`src/rtl/mult_arb_pkg.sv`:
```
// Shared widths and FSM state type for the shared-multiplier arbiter.
package mult_arb_pkg;

    localparam int unsigned OPW  = 4;   // operand width
    localparam int unsigned PW   = 8;   // product width
    localparam int unsigned CNTW = 16;  // completed-response counter width

    typedef enum logic [1:0] {
        IDLE = 2'd0,
        MUL  = 2'd1,
        RESP = 2'd2
    } state_e;

endpackage

```
`src/rtl/mult_share_arbiter_mul.sv`:
```
// 4x4 unsigned array multiplier: sums the shifted partial-product rows.
module mult_share_arbiter_mul
    import mult_arb_pkg::*;
(
    input  logic [OPW-1:0] a,
    input  logic [OPW-1:0] b,
    output logic [PW-1:0]  p
);

    // Accumulate one partial-product row per bit of b.
    always_comb begin
        p = '0;
        for (int unsigned i = 0; i < OPW; i++) begin
            if (b[i]) begin
                p = p + (PW'(a) << i);
            end
        end
    end

endmodule

```
`src/rtl/mult_share_arbiter.sv`:
```
// Round-robin arbiter/sequencer sharing one 4x4 multiplier among NREQ requesters.
module mult_share_arbiter
    import mult_arb_pkg::*;
#(
    parameter int unsigned NREQ = 4,
    parameter int unsigned IDW  = $clog2(NREQ)
) (
    input  logic                 clk,
    input  logic                 rst_n,
    input  logic [NREQ-1:0]      req_valid,
    output logic [NREQ-1:0]      req_ready,
    input  logic [OPW*NREQ-1:0]  req_a,
    input  logic [OPW*NREQ-1:0]  req_b,
    output logic                 rsp_valid,
    input  logic                 rsp_ready,
    output logic [PW-1:0]        rsp_p,
    output logic [IDW-1:0]       rsp_id,
    output logic                 busy,
    output logic [CNTW-1:0]      op_count
);

    state_e          state_q, state_d;
    logic [IDW-1:0]  ptr_q, ptr_d;
    logic [IDW-1:0]  id_q, id_d;
    logic [IDW-1:0]  rsp_id_q, rsp_id_d;
    logic [OPW-1:0]  op_a_q, op_a_d;
    logic [OPW-1:0]  op_b_q, op_b_d;
    logic [PW-1:0]   rsp_p_q, rsp_p_d;
    logic [CNTW-1:0] op_count_q, op_count_d;

    logic [IDW:0]    pick;
    logic            pick_vld;
    logic [IDW-1:0]  pick_idx;
    logic [OPW-1:0]  sel_a, sel_b;
    logic [PW-1:0]   mul_p;

    // First set valid bit at or after p+1, wrapping modulo NREQ.
    // Scanning from the far end lets the nearest candidate win last.
    function automatic logic [IDW:0] rr_pick(input logic [NREQ-1:0] v,
                                             input logic [IDW-1:0]  p);
        logic [IDW:0] r;
        int unsigned  j;
        r = '0;
        for (int unsigned k = NREQ; k >= 1; k--) begin
            j = (32'(p) + k) % NREQ;
            if (v[j]) begin
                r = {1'b1, IDW'(j)};
            end
        end
        return r;
    endfunction

    // Round-robin choice and operand slice of the chosen requester.
    always_comb begin
        pick     = rr_pick(req_valid, ptr_q);
        pick_vld = pick[IDW];
        pick_idx = pick[IDW-1:0];
        sel_a    = '0;
        sel_b    = '0;
        for (int unsigned i = 0; i < NREQ; i++) begin
            if (pick_idx == IDW'(i)) begin
                sel_a = req_a[i*OPW +: OPW];
                sel_b = req_b[i*OPW +: OPW];
            end
        end
    end

    mult_share_arbiter_mul u_mul (
        .a (op_a_q),
        .b (op_b_q),
        .p (mul_p)
    );

    // Sequencer: accept in IDLE, capture product in MUL, hold response in RESP.
    always_comb begin
        state_d    = state_q;
        ptr_d      = ptr_q;
        id_d       = id_q;
        op_a_d     = op_a_q;
        op_b_d     = op_b_q;
        rsp_p_d    = rsp_p_q;
        rsp_id_d   = rsp_id_q;
        op_count_d = op_count_q;
        case (state_q)
            IDLE: begin
                if (pick_vld) begin
                    op_a_d  = sel_a;
                    op_b_d  = sel_b;
                    id_d    = pick_idx;
                    ptr_d   = pick_idx;
                    state_d = MUL;
                end
            end
            MUL: begin
                rsp_p_d  = mul_p;
                rsp_id_d = id_q;
                state_d  = RESP;
            end
            RESP: begin
                if (rsp_ready) begin
                    if (op_count_q != '1) begin
                        op_count_d = op_count_q + 1'b1;
                    end
                    state_d = IDLE;
                end
            end
            default: state_d = IDLE;
        endcase
    end

    // State registers with asynchronous active-low reset.
    always_ff @(posedge clk or negedge rst_n) begin
        if (!rst_n) begin
            state_q    <= IDLE;
            ptr_q      <= IDW'(NREQ - 1);
            id_q       <= '0;
            op_a_q     <= '0;
            op_b_q     <= '0;
            rsp_p_q    <= '0;
            rsp_id_q   <= '0;
            op_count_q <= '0;
        end else begin
            state_q    <= state_d;
            ptr_q      <= ptr_d;
            id_q       <= id_d;
            op_a_q     <= op_a_d;
            op_b_q     <= op_b_d;
            rsp_p_q    <= rsp_p_d;
            rsp_id_q   <= rsp_id_d;
            op_count_q <= op_count_d;
        end
    end

    assign req_ready = (state_q == IDLE && pick_vld) ? (NREQ'(1) << pick_idx) : '0;
    assign rsp_valid = (state_q == RESP);
    assign busy      = (state_q != IDLE);
    assign rsp_p     = rsp_p_q;
    assign rsp_id    = rsp_id_q;
    assign op_count  = op_count_q;

endmodule

```
`config.mk`:
```
export PLATFORM = sky130hd
export DESIGN_NAME = mult_share_arbiter
export DESIGN_NICKNAME = d
export VERILOG_FILES = /design/src/rtl/mult_arb_pkg.sv /design/src/rtl/mult_share_arbiter_mul.sv /design/src/rtl/mult_share_arbiter.sv
export SDC_FILE = /design/constraint.sdc
export NUM_CORES = 1
export LEC_CHECK = 0
export CAP_MARGIN = 20
export CORE_MARGIN = 1
export CORE_UTILIZATION = 45
export CTS_BUF_LIST = sky130_fd_sc_hd__clkbuf_4
export CTS_CLUSTER_SIZE = 16
export DETAILED_ROUTE_END_ITERATION = 7
export GPL_ROUTABILITY_DRIVEN = 0
export PLACE_DENSITY_LB_ADDON = 0.1
export SLEW_MARGIN = 10
export SYNTH_ARGS = -nofsm -noshare
export SYNTH_HDL_FRONTEND = slang
export SYNTH_HIERARCHICAL = 1
export SYNTH_SLANG_ARGS = --single-unit
```
`constraint.sdc`:
```
create_clock -name clk -period 4.2 [get_ports clk]
set_input_delay 1.05 -clock clk [delete_from_list [all_inputs] [get_ports clk]]
set_output_delay 1.05 -clock clk [all_outputs]
set_load 0.01 [all_outputs]
```
==> results.md, run 1 <==
* Power density over cell area at 740 nW/µm²
* Die Y at 78.0 µm
* Fin Setup TNS at 0 ps
* Final instance area at 3440 µm²
* CP endpoint kind: primary output
* Core Util, Final at 62.1%
* WL per Instance at 14.0 µm
* Largest net degree at the start of global routing at 41
* CTS sink cnt at 40
* Post-synthesis sequential area ratio at 38.6%
* Status: finished, final reports clean
* Synth-to-Final Area Change at 32.4%
* Worst EP arrival at 2850 ps
* # fillers at 485
* Worst-path fanout max at 6
* Fraction of layout cells with a size suffix above 1 at 15.6%
* Die Wd at 78.0 µm
* Placed Area at 3360 µm²
* First-pass GRT wire length at 9090 µm
* Final period util at 92.8%
* Max-Cap Viols at 0
* Fmax at 257 MHz
* CTS Root Buffer Type: clkbuf_4
* Synth unique cells at 49
* Hold_ws at 504 ps
* Clock skew at 17.3 ps
* Cells after Synth at 239
* Crit Path Class: primary input to primary output
* Clock slew at reported path FFs at 130 ps
* Initial drt markers at 43
* Worst Hold Class: flop to flop
* Vias in the first global route at 1,971
* Fin. Hold Viols at 0
* Post-CTS Resized at 0
* ANT nets after route at 0
* Layout net count at 368
* Core Box Area at 5540 µm²
* Detailed-router iteration count before antenna repair at 4
* Post-CTS Setup Bufs at 0
* Final Max Slew Viols at 0
* Max VDD drop at 0.376 mV
* Total GRT Usage at 19.1%
* Static leakage at 1.53 nW
* Skew-Pair Late Insertion Delay at 360 ps
* GRT met3 Usage at 4.59%
* Power after layout at 2.55 mW
* Mean Syn Cell Area at 10.9 µm²
* # hold bufs at CTS at 0
* Number of top-level pins at 71
* IO Port Bufs at 70
* # rows at 27
* Final setup fails at 0
* Ant. Diodes at 0
* RSZ-0062 raised after global routing: false
* H-tree level count at 2
* Hpwl dp at 4080 µm
* DIE AREA at 6080 µm²
* Initial core utilization at 46.9%
* Post-Syn Area at 2600 µm²
* DRC at 0
* Sequential cell area at 1000 µm²
* Startpoint Class: primary input
* YS warnings at 6
* Initial antenna violation count at 0
* Area taken by multi-input logic gates at 1490 µm²
* Minimum clock period at 3900 ps
* FF+latch count, synth at 40
* Clock buffer depth at 2
* Vias/cell at 5.13
* Syn Nets at 293
* Worst Tran Pin Value at 879 ps
* Slew headroom at 41.4%
* WP data required at 3150 ps
* Global route hottest layer: met2
* CTS tree: built
* Vias at 1,987
* Met2 Use GR at 30.1%
* CTS Buf Count at 5
* Total gr overflow at 0
* Met1 Resource Use GR at 25.6%
* WL final at 5420 µm
[flip-flops by register name (all words and copies together) (netlist names)]
register	cells
op_b_q	4
rsp_p	8
rsp_id	2
ptr_q	2
state_q	2
op_a_q	4
op_count	16
id_q	2
[cell usage in the layout (no fill, tap or decap), types with 3 or more instances in the layout]
master           synthesis  routed
fa_1                     3       3
buf_4                    1       5
nand2b_1                 5       5
a21oi_1                  7       7
clkdlybuf4s50_1          0      69
xor2_1                   8       8
and2_1                   4       4
ha_1                    12      12
nor2_1                  14      14
inv_1                   11      11
nor2b_1                  4       4
clkbuf_4                 0       5
mux2i_1                 26      26
xnor2_1                 12      12
a21o_1                   3       3
dfrtp_1                 38      38
nand3_1                  7       7
nand4_1                  5       5
mux2_2                  22      22
o21ai_0                  6       6
nand2_1                 15      15
[worst max-delay path, stage by stage]
cell and delay (ps):
clkdlybuf4s50_1 490, o21a_1 220, a211oi_2 270, nand2_1 140, nor2b_1 130, clkdlybuf4s50_1 540
[power by group]
group / switching (mW) / total, mW / internal (mW)
logic: 0.746 / 1.62 / 0.873
clock network: 0.131 / 0.256 / 0.124
registers: 0.138 / 0.671 / 0.533
[kinds of logic (layout without fill, tap and decap cells)]
group | after synthesis | in the layout | synth area share (%)
xor+xnor | 20 | 20 | 6.74
mux | 50 | 50 | 20.4
simple gates | 66 | 66 | 14.0
fa+ha+maj | 16 | 16 | 8.47
buf+inv | 19 | 95 | 4.14
compound gates | 28 | 28 | 7.66
flops | 40 | 40 | 38.6
[synthesized netlist by cell type (all sizes together)]
cell type,count,area share [%]
a2111o,1,0.48
a211o,1,0.34
a211oi,1,0.48
a21boi,1,0.29
a21o,3,0.87
a21oi,8,1.7
a31oi,1,0.24
a32oi,1,0.34
and2,4,0.96
and3,2,0.67
buf,5,2.1
clkbuf,2,0.29
clkinv,1,0.14
dfrtp,38,37
dfstp,2,2.0
fa,3,2.3
ha,12,5.8
inv,11,1.6
maj3,1,0.39
mux2,24,10
mux2i,26,10
nand2,15,2.2
nand2b,6,1.5
nand3,7,1.3
nand4,6,1.7
nor2,14,2.0
nor2b,4,0.96
nor3,4,1.2
nor3b,1,0.48
nor4,2,0.72
o21a,1,0.29
o21ai,7,1.3
o21ba,1,0.39
o31ai,1,0.29
o41ai,1,0.63
or2,1,0.24
xnor2,12,4.0
xor2,8,2.7
[routing by layer]
layer,up-vias,part of all wire (%)
li1,993,-
met1,922,48
met2,64,43
met3,8,6.8
met4,0,1.7
met5,-,0
[area by class of cell]
cell class | count | area share (%)
clock inverter | 3 | 1.24
clock buffer | 5 | 1.09
multi-input combinational | 180 | 43.3
tap | 72 | 2.62
sequential | 40 | 29.2
timing repair buffer | 75 | 21.3
inverter | 12 | 1.31
[metrics by stage]
stage	std cells	worst slack, ps
floorplan	239	533
global placement	379	340
detailed placement	379	290
CTS	387	285
global route	387	37.4
finish	387	302
[final timing paths]
check	from	end	slack, ps	cells past startpoint
hold / removal	rsp_id[1]$_DFFE_PN0N_	rsp_id[1]$_DFFE_PN0N_	500	2
setup reg to reg	op_b_q[0]$_DFFE_PN0N_	rsp_p[6]$_DFFE_PN0N_	300	18
hold reg to reg	rsp_id[1]$_DFFE_PN0N_	rsp_id[1]$_DFFE_PN0N_	500	2
setup / recovery	req_valid[1]	req_ready[3]	300	6
max in group asynchronous	rst_n	rsp_p[3]$_DFFE_PN0N_	2850	1
min in group asynchronous	rst_n	op_count[13]$_DFFE_PN0P_	800	1
(Power assumes the default switching activity.)
==> inputs of run 2 (changes only) <==
--- a/config.mk
+++ b/config.mk
@@ -6,12 +6,13 @@
 export NUM_CORES = 1
 export LEC_CHECK = 0
 export CAP_MARGIN = 20
-export CORE_MARGIN = 1
+export CORE_MARGIN = 3
 export CORE_UTILIZATION = 45
 export CTS_BUF_LIST = sky130_fd_sc_hd__clkbuf_4
 export CTS_CLUSTER_SIZE = 16
 export DETAILED_ROUTE_END_ITERATION = 7
 export GPL_ROUTABILITY_DRIVEN = 0
+export HOLD_SLACK_MARGIN = 0.05
 export PLACE_DENSITY_LB_ADDON = 0.1
 export SLEW_MARGIN = 10
 export SYNTH_ARGS = -nofsm -noshare
==> constraint.sdc (replaced) <==
create_clock -name clk -period 3.3 [get_ports clk]
set_input_delay 0.825 -clock clk [delete_from_list [all_inputs] [get_ports clk]]
set_output_delay 0.825 -clock clk [all_outputs]
set_load 0.01 [all_outputs]
==> run 2 against run 1 <==
  * The run now ends with setup timing left
  * Count of clock-buffer cells in the layout up 1
  * Total power rose by 56%
  * Register-to-register slack lost 720 ps
  * Setup slack worse by 720 ps
  * Sequential power up 29%
  * Hold slack got worse by 3.4 ps
  * Clock skew is 8.5 ps lower
==> results.md, run 2 (synthesis gave the netlist of run 1 again) <==
* Final period util at 113%
* CP max stage delay at 490 ps (was 540 ps)
* Largest net degree at the start of global routing at 41 (unchanged)
* Vias/cell at 5.17 (was 5.13)
* Final Max Slew Viols at 0 (unchanged)
* CTS Root Buffer Type: clkbuf_4 (unchanged)
* Vias in the first global route at 2,225 (was 1,971)
* Fmax at 269 MHz
* Max VDD drop at 0.568 mV (was 0.376 mV)
* Violated checks: setup timing
* Clock skew at 8.79 ps (was 17.3 ps)
* CP Buf/Inv Count at 2 (unchanged)
* Crit path to: rsp_p[7]$_DFFE_PN0N_ (was req_ready[3])
* Skew-Pair Late Insertion Delay at 350 ps (was 360 ps)
* CTS Buf Count at 5 (unchanged)
* # hold bufs at CTS at 0 (unchanged)
* WL per Instance at 14.8 µm (was 14.0 µm)
* Post-route setup slack at -417 ps (was 302 ps)
* IO Port Bufs at 70 (unchanged)
* Max-Cap Viols at 0 (unchanged)
* First-pass GRT wire length at 10,100 µm (was 9090 µm)
* Placed Area at 3520 µm² (was 3360 µm²)
* Slowest CP cell: fa_1 (was clkdlybuf4s50_1)
* Total GRT Usage at 19.6% (was 19.1%)
* Core Box Area at 5540 µm² (unchanged)
* Initial drt markers at 109 (was 43)
* Max reg flops at 16 (unchanged)
* Crit path cell chain: and2_4, ha_4, inv_2, fa_2, mux2i_4, ha_2, inv_2, fa_1, nand2_2, a21boi_2, ha_4, fa_2, a21o_1, a21oi_2, nor2b_1, mux2_4 (was clkdlybuf4s50_1, o21a_1, a211oi_2, nand2_1, nor2b_1, clkdlybuf4s50_1)
* Minimum clock period at 3720 ps
* Worst Tran Pin Value at 910 ps (was 879 ps)
* Die Y at 82.0 µm (was 78.0 µm)
* DIE AREA at 6720 µm² (was 6080 µm²)
* Slew headroom at 39.3% (was 41.4%)
* Worst EP arrival at 3960 ps (was 2850 ps)
* Hpwl dp at 4500 µm (was 4080 µm)
* Vias at 2,140 (was 1,987)
* Crit Path Class: flop to flop (was primary input to primary output)
* Worst Setup SP: op_b_q[0]$_DFFE_PN0N_ (was req_valid[1])
* Ant. Diodes at 0 (unchanged)
* # rows at 27 (unchanged)
* Initial core utilization at 46.9% (unchanged)
* Final setup fails at 4 (was 0)
* Final instance area at 3730 µm² (was 3440 µm²)
* RSZ-0062 raised after global routing: true (was false)
* WP data required at 3540 ps (was 3150 ps)
* R2r setup slk at -420 ps (was 300 ps)
* H-tree level count at 2 (unchanged)
* Worst Hold Class: flop to flop (unchanged)
* CP endpoint kind: flop (was primary output)
* DRC at 0 (unchanged)
* R2r worst-path depth at 16 (was 18)
* # fillers at 452 (was 485)
* CTS sink cnt at 40 (unchanged)
* Power density over cell area at 1060 nW/µm² (was 740 nW/µm²)
* Worst-path fanout max at 3 (was 6)
* Leading cell types in the layout, fill and taps excluded: 63 x clkdlybuf4s50_1, 37 x dfrtp_1, 30 x buf_4 (was 69 x clkdlybuf4s50_1, 38 x dfrtp_1, 26 x mux2i_1)
* WL final at 6120 µm (was 5420 µm)
* Fin. Hold Viols at 0 (unchanged)
* ANT nets after route at 0 (unchanged)
* Total gr overflow at 0 (unchanged)
* Synth-to-Final Area Change at 43.7% (was 32.4%)
* Clock buffer depth at 2 (unchanged)
* Top Family by Delay on Critical Path: adder cells (was buffers and inverters)
* R2r endpoint: rsp_p[7]$_DFFE_PN0N_ (was rsp_p[6]$_DFFE_PN0N_)
* Layout net count at 395 (was 368)
* Crit Reg-Reg Startpoint: op_b_q[0]$_DFFE_PN0N_ (unchanged)
* Detailed-router iteration count before antenna repair at 4 (unchanged)
* Commonest non-fill, non-tap cell in the layout: clkdlybuf4s50_1 (unchanged)
* Die Wd at 82.0 µm (was 78.0 µm)
* Initial antenna violation count at 0 (unchanged)
* CTS tree: built (unchanged)
* Status: finished with violations (was finished, final reports clean)
* Crit path depth at 16 (was 6)
* Number of top-level pins at 71 (unchanged)
* Fraction of layout cells with a size suffix above 1 at 27.2% (was 15.6%)
* Startpoint Class: flop (was primary input)
* Static leakage at 1.70 nW (was 1.53 nW)
* WHS Path Cells at 2 (unchanged)
* Fin Setup TNS at -1570 ps (was 0 ps)
* Clock slew at reported path FFs at 120 ps (was 130 ps)
run 2: cell types whose count changed in the layout (fill, tap and decap cells not counted), sizes merged:
cell and change:
clkinv -1, buf +27, dlygate4sd2 +6, clkbuf +1, clkdlybuf4s50 -6
run 2: report_power, final:
part	internal, mW	leakage, nW	total (mW)	switching (mW)
Clock	0.167	0.0456	0.331	0.164
Combinational	1.57	1.16	2.78	1.22
Sequential	0.679	0.497	0.863	0.183
Total	2.41	1.70	3.98	1.56
run 2: tightest hold or removal path, stage by stage (launching register included):
cell and delay [ps]:
dfrtp_1 360, nand2_1 40, o21ai_0 60
run 2: how the worst min path moves through the flow:
| stage | start | end |
|---|---|---|
| after detailed placement | rsp_id[1]$_DFFE_PN0N_ | rsp_id[1]$_DFFE_PN0N_ |
| after global routing | id_q[0]$_DFFE_PN0N_ | id_q[0]$_DFFE_PN0N_ |
| after global placement | rsp_id[1]$_DFFE_PN0N_ | rsp_id[1]$_DFFE_PN0N_ |
| after CTS | rsp_id[1]$_DFFE_PN0N_ | rsp_id[1]$_DFFE_PN0N_ |
| final | rsp_id[1]$_DFFE_PN0N_ | rsp_id[1]$_DFFE_PN0N_ |
| after floorplan | id_q[0]$_DFFE_PN0N_ | id_q[0]$_DFFE_PN0N_ |
run 2: repair_timing:
action	CTS	global route
resized for setup	8	8
setup buffers	14	2
endpoints found under the setup margin	8	5
pin swaps	14	1
run 2: stage by stage:
step                      cells  utilization, %  setup slack (ps)  power (mW)  hold WS (ps)
after floorplan             239               -              -278        2.44           477
after global placement      395            63.6              -338        3.21           465
after detailed placement    395            63.6              -459        3.29           484
after CTS                   417            67.0              -380        3.90           511
after global routing        414            67.4              -559        4.29           533
final                       414            67.4              -417        3.98           501
run 2: metal layers:
layer	vias to the layer above	global-route usage (%)	routed length [µm]
li1	1038	-	-
met1	1028	24.7	2670
met2	62	32.1	2960
met3	12	4.50	358
met4	0	8.47	131
met5	-	0	0
run 2: final cells by class:
class	count	area [µm²]	area share [%]
clock buffer	6	45.0	1.21
clock inverter	2	35.0	0.938
inverter	12	45.0	1.21
multi-input combinational	180	1580	42.3
sequential	40	1000	26.9
tap	72	90.1	2.41
timing repair buffer	102	936	25.1
==> inputs of run 3 (changes only) <==
--- a/config.mk
+++ b/config.mk
@@ -6,8 +6,10 @@
 export NUM_CORES = 1
 export LEC_CHECK = 0
 export CAP_MARGIN = 20
+export CELL_PAD_IN_SITES_DETAIL_PLACEMENT = 0
+export CELL_PAD_IN_SITES_GLOBAL_PLACEMENT = 1
 export CORE_MARGIN = 3
-export CORE_UTILIZATION = 45
+export CORE_UTILIZATION = 35
 export CTS_BUF_LIST = sky130_fd_sc_hd__clkbuf_4
 export CTS_CLUSTER_SIZE = 16
 export DETAILED_ROUTE_END_ITERATION = 7
==> constraint.sdc (replaced) <==
create_clock -name clk -period 3.07 [get_ports clk]
set_input_delay 0.7675 -clock clk [delete_from_list [all_inputs] [get_ports clk]]
set_output_delay 0.7675 -clock clk [all_outputs]
set_load 0.01 [all_outputs]
==> run 3 against run 2 <==
  * Design area grew 2.0%
  * Largest power group unchanged
  * Die area increased by 26%
  * The run still ends with setup timing left
  * Sequential power is 6.6% higher
==> results.md, run 3 (synthesis gave the netlist of run 1 again) <==
* Worst Hold Class: flop to flop (unchanged)
* Crit Path Class: flop to flop (unchanged)
* Total gr overflow at 0 (unchanged)
* Die Y at 92.2 µm (was 82.0 µm)
* Max VDD drop at 0.369 mV (was 0.568 mV)
* Core Box Area at 6980 µm² (was 5540 µm²)
* Ant. Diodes at 0 (unchanged)
* Number of top-level pins at 71 (unchanged)
* Detailed-router iteration count before antenna repair at 4 (unchanged)
* CP endpoint kind: flop (unchanged)
* Vias in the first global route at 2,183 (was 2,225)
* Largest net degree at the start of global routing at 41 (unchanged)
* Crit Reg-Reg Startpoint: op_a_q[1]$_DFFE_PN0N_ (was op_b_q[0]$_DFFE_PN0N_)
* Fin. Hold Viols at 0 (unchanged)
* Static leakage at 1.74 nW (was 1.70 nW)
* Minimum clock period at 3690 ps (was 3720 ps)
* Final Max Slew Viols at 0 (unchanged)
* Max reg flops at 16 (unchanged)
* Skew-Pair Late Insertion Delay at 350 ps (about the same)
* CP Buf/Inv Count at 2 (unchanged)
* Vias/cell at 4.83 (was 5.17)
* WL per Instance at 14.3 µm (was 14.8 µm)
* Synth-to-Final Area Change at 46.6% (was 43.7%)
* Commonest non-fill, non-tap cell in the layout: clkdlybuf4s50_1 (unchanged)
* H-tree level count at 2 (unchanged)
* Clock buffer depth at 2 (unchanged)
* Initial drt markers at 32 (was 109)
* DRC at 0 (unchanged)
* Die Wd at 92.2 µm (was 82.0 µm)
* Slowest CP cell: fa_1 (unchanged)
* Fmax at 271 MHz (was 269 MHz)
* Status: finished with violations (unchanged)
* RSZ-0062 raised after global routing: true (unchanged)
* # hold bufs at CTS at 0 (unchanged)
* DIE AREA at 8500 µm² (was 6720 µm²)
* CTS tree: built (unchanged)
* Leading cell types in the layout, fill and taps excluded: 61 x clkdlybuf4s50_1, 37 x dfrtp_1, 36 x buf_4 (was 63 x clkdlybuf4s50_1, 37 x dfrtp_1, 30 x buf_4)
* Total GRT Usage at 15.6% (was 19.6%)
* Top Family by Delay on Critical Path: adder cells (unchanged)
* Violated checks: setup timing (unchanged)
* CTS sink cnt at 40 (unchanged)
* IO Port Bufs at 70 (unchanged)
* Dpl ws at -663 ps (was -459 ps)
* Fraction of layout cells with a size suffix above 1 at 30.0% (was 27.2%)
* Worst Tran Pin Value at 888 ps (was 910 ps)
* WL final at 6320 µm (was 6120 µm)
* Crit path cell chain: and2_4, ha_4, inv_2, fa_2, mux2i_2, ha_2, inv_2, fa_1, nand2_1, a21boi_2, ha_2, fa_2, xor2_1, a32oi_1, o31ai_1, mux2_2 (was and2_4, ha_4, inv_2, fa_2, mux2i_4, ha_2, inv_2, fa_1, nand2_2, a21boi_2, ha_4, fa_2, a21o_1, a21oi_2, nor2b_1, mux2_4)
* Initial antenna violation count at 0 (unchanged)
* Layout net count at 400 (was 395)
* Hpwl dp at 4650 µm (was 4500 µm)
* WP data required at 3330 ps (was 3540 ps)
* Worst-path fanout max at 3 (unchanged)
* CP max stage delay at 470 ps (was 490 ps)
* Clock skew at 15.0 ps (was 8.79 ps)
* Worst Setup SP: op_a_q[1]$_DFFE_PN0N_ (was op_b_q[0]$_DFFE_PN0N_)
* Power density over cell area at 1110 nW/µm² (was 1060 nW/µm²)
* ANT nets after route at 0 (unchanged)
* Slew headroom at 40.8% (was 39.3%)
* Power after layout at 4.25 mW (was 3.98 mW)
* Initial core utilization at 37.2% (was 46.9%)
* Post-route setup slack at -617 ps (was -417 ps)
* Final period util at 120% (was 113%)
* CTS Root Buffer Type: clkbuf_4 (unchanged)
* Final setup fails at 5 (was 4)
* Min-delay src: rsp_id[1]$_DFFE_PN0N_ (unchanged)
* First-pass GRT wire length at 10,600 µm (was 10,100 µm)
* Clock slew at reported path FFs at 130 ps (was 120 ps)
* CTS Buf Count at 5 (unchanged)
* Startpoint Class: flop (unchanged)
* Max-Cap Viols at 0 (unchanged)
* # rows at 30 (was 27)
* Vias at 2,138 (was 2,140)
* Worst EP arrival at 3950 ps (was 3960 ps)
## run 3: worst paths after layout
kind / end / slack (ps) / cells past startpoint
max: rsp_p[5]$_DFFE_PN0N_ / -620 / 16
max reg2reg: rsp_p[5]$_DFFE_PN0N_ / -620 / 16
min: rsp_id[1]$_DFFE_PN0N_ / 500 / 2
min reg2reg: rsp_id[1]$_DFFE_PN0N_ / 500 / 2
max in group asynchronous: op_a_q[1]$_DFFE_PN0N_ / 1920 / 1
min in group asynchronous: rsp_p[5]$_DFFE_PN0N_ / 510 / 1
## run 3: where the power goes
group,internal (mW),switching (mW),total [mW]
combinational,1.72,1.26,2.98
clock,0.166,0.177,0.344
sequential,0.730,0.190,0.920
total,2.62,1.63,4.25
## run 3: through the flow
stage | utilization (%) | area, µm² | hold slack, ps | setup TNS (ps) | cells
6_report | 54.6 | 3810 | 504 | -2470 | 443
5_1_grt | 54.6 | 3810 | 524 | -3310 | 443
4_1_cts | 53.2 | 3710 | 511 | -2400 | 438
3_5_place_dp | 51.5 | 3590 | 487 | -3680 | 424
3_3_place_gp | 51.5 | 3590 | 475 | -3550 | 424
2_1_floorplan | - | 2640 | 472 | -1940 | 239
## run 3: final cells by class
| class | instances | area (µm²) |
|---|---|---|
| clock buffers | 5 | 37.5 |
| clock inverters | 3 | 37.5 |
| fillers | 658 | 3170 |
| inverters | 12 | 45.0 |
| multi-input cells | 180 | 1590 |
| flip-flops and latches | 40 | 1000 |
| well taps | 96 | 120 |
| repair buffers | 107 | 973 |
## run 3: what timing repair did
| action | in CTS | in global routing |
|---|---|---|
| resized for setup | 10 | 16 |
| setup endpoints to repair | 9 | 9 |
| setup buffers | 6 | 5 |
| pin swaps | 9 | 7 |
## run 3: worst reg2reg max path, stage by stage (launching register included)
cell and delay [ps]:
dfrtp_2 420, and2_4 170, ha_4 150, inv_2 50, fa_2 420, mux2i_2 200
ha_2 220, inv_2 40, fa_1 470, nand2_1 70, a21boi_2 170, ha_2 210
fa_2 350, xor2_1 150, a32oi_1 150, o31ai_1 90, mux2_2 260
## run 3: layer usage
layer / global-route usage (%) / part of all wire [%]
met2: 26.0 / 50
met5: 0 / 0
met3: 4.10 / 4.5
met1: 19.6 / 43
met4: 5.20 / 1.7
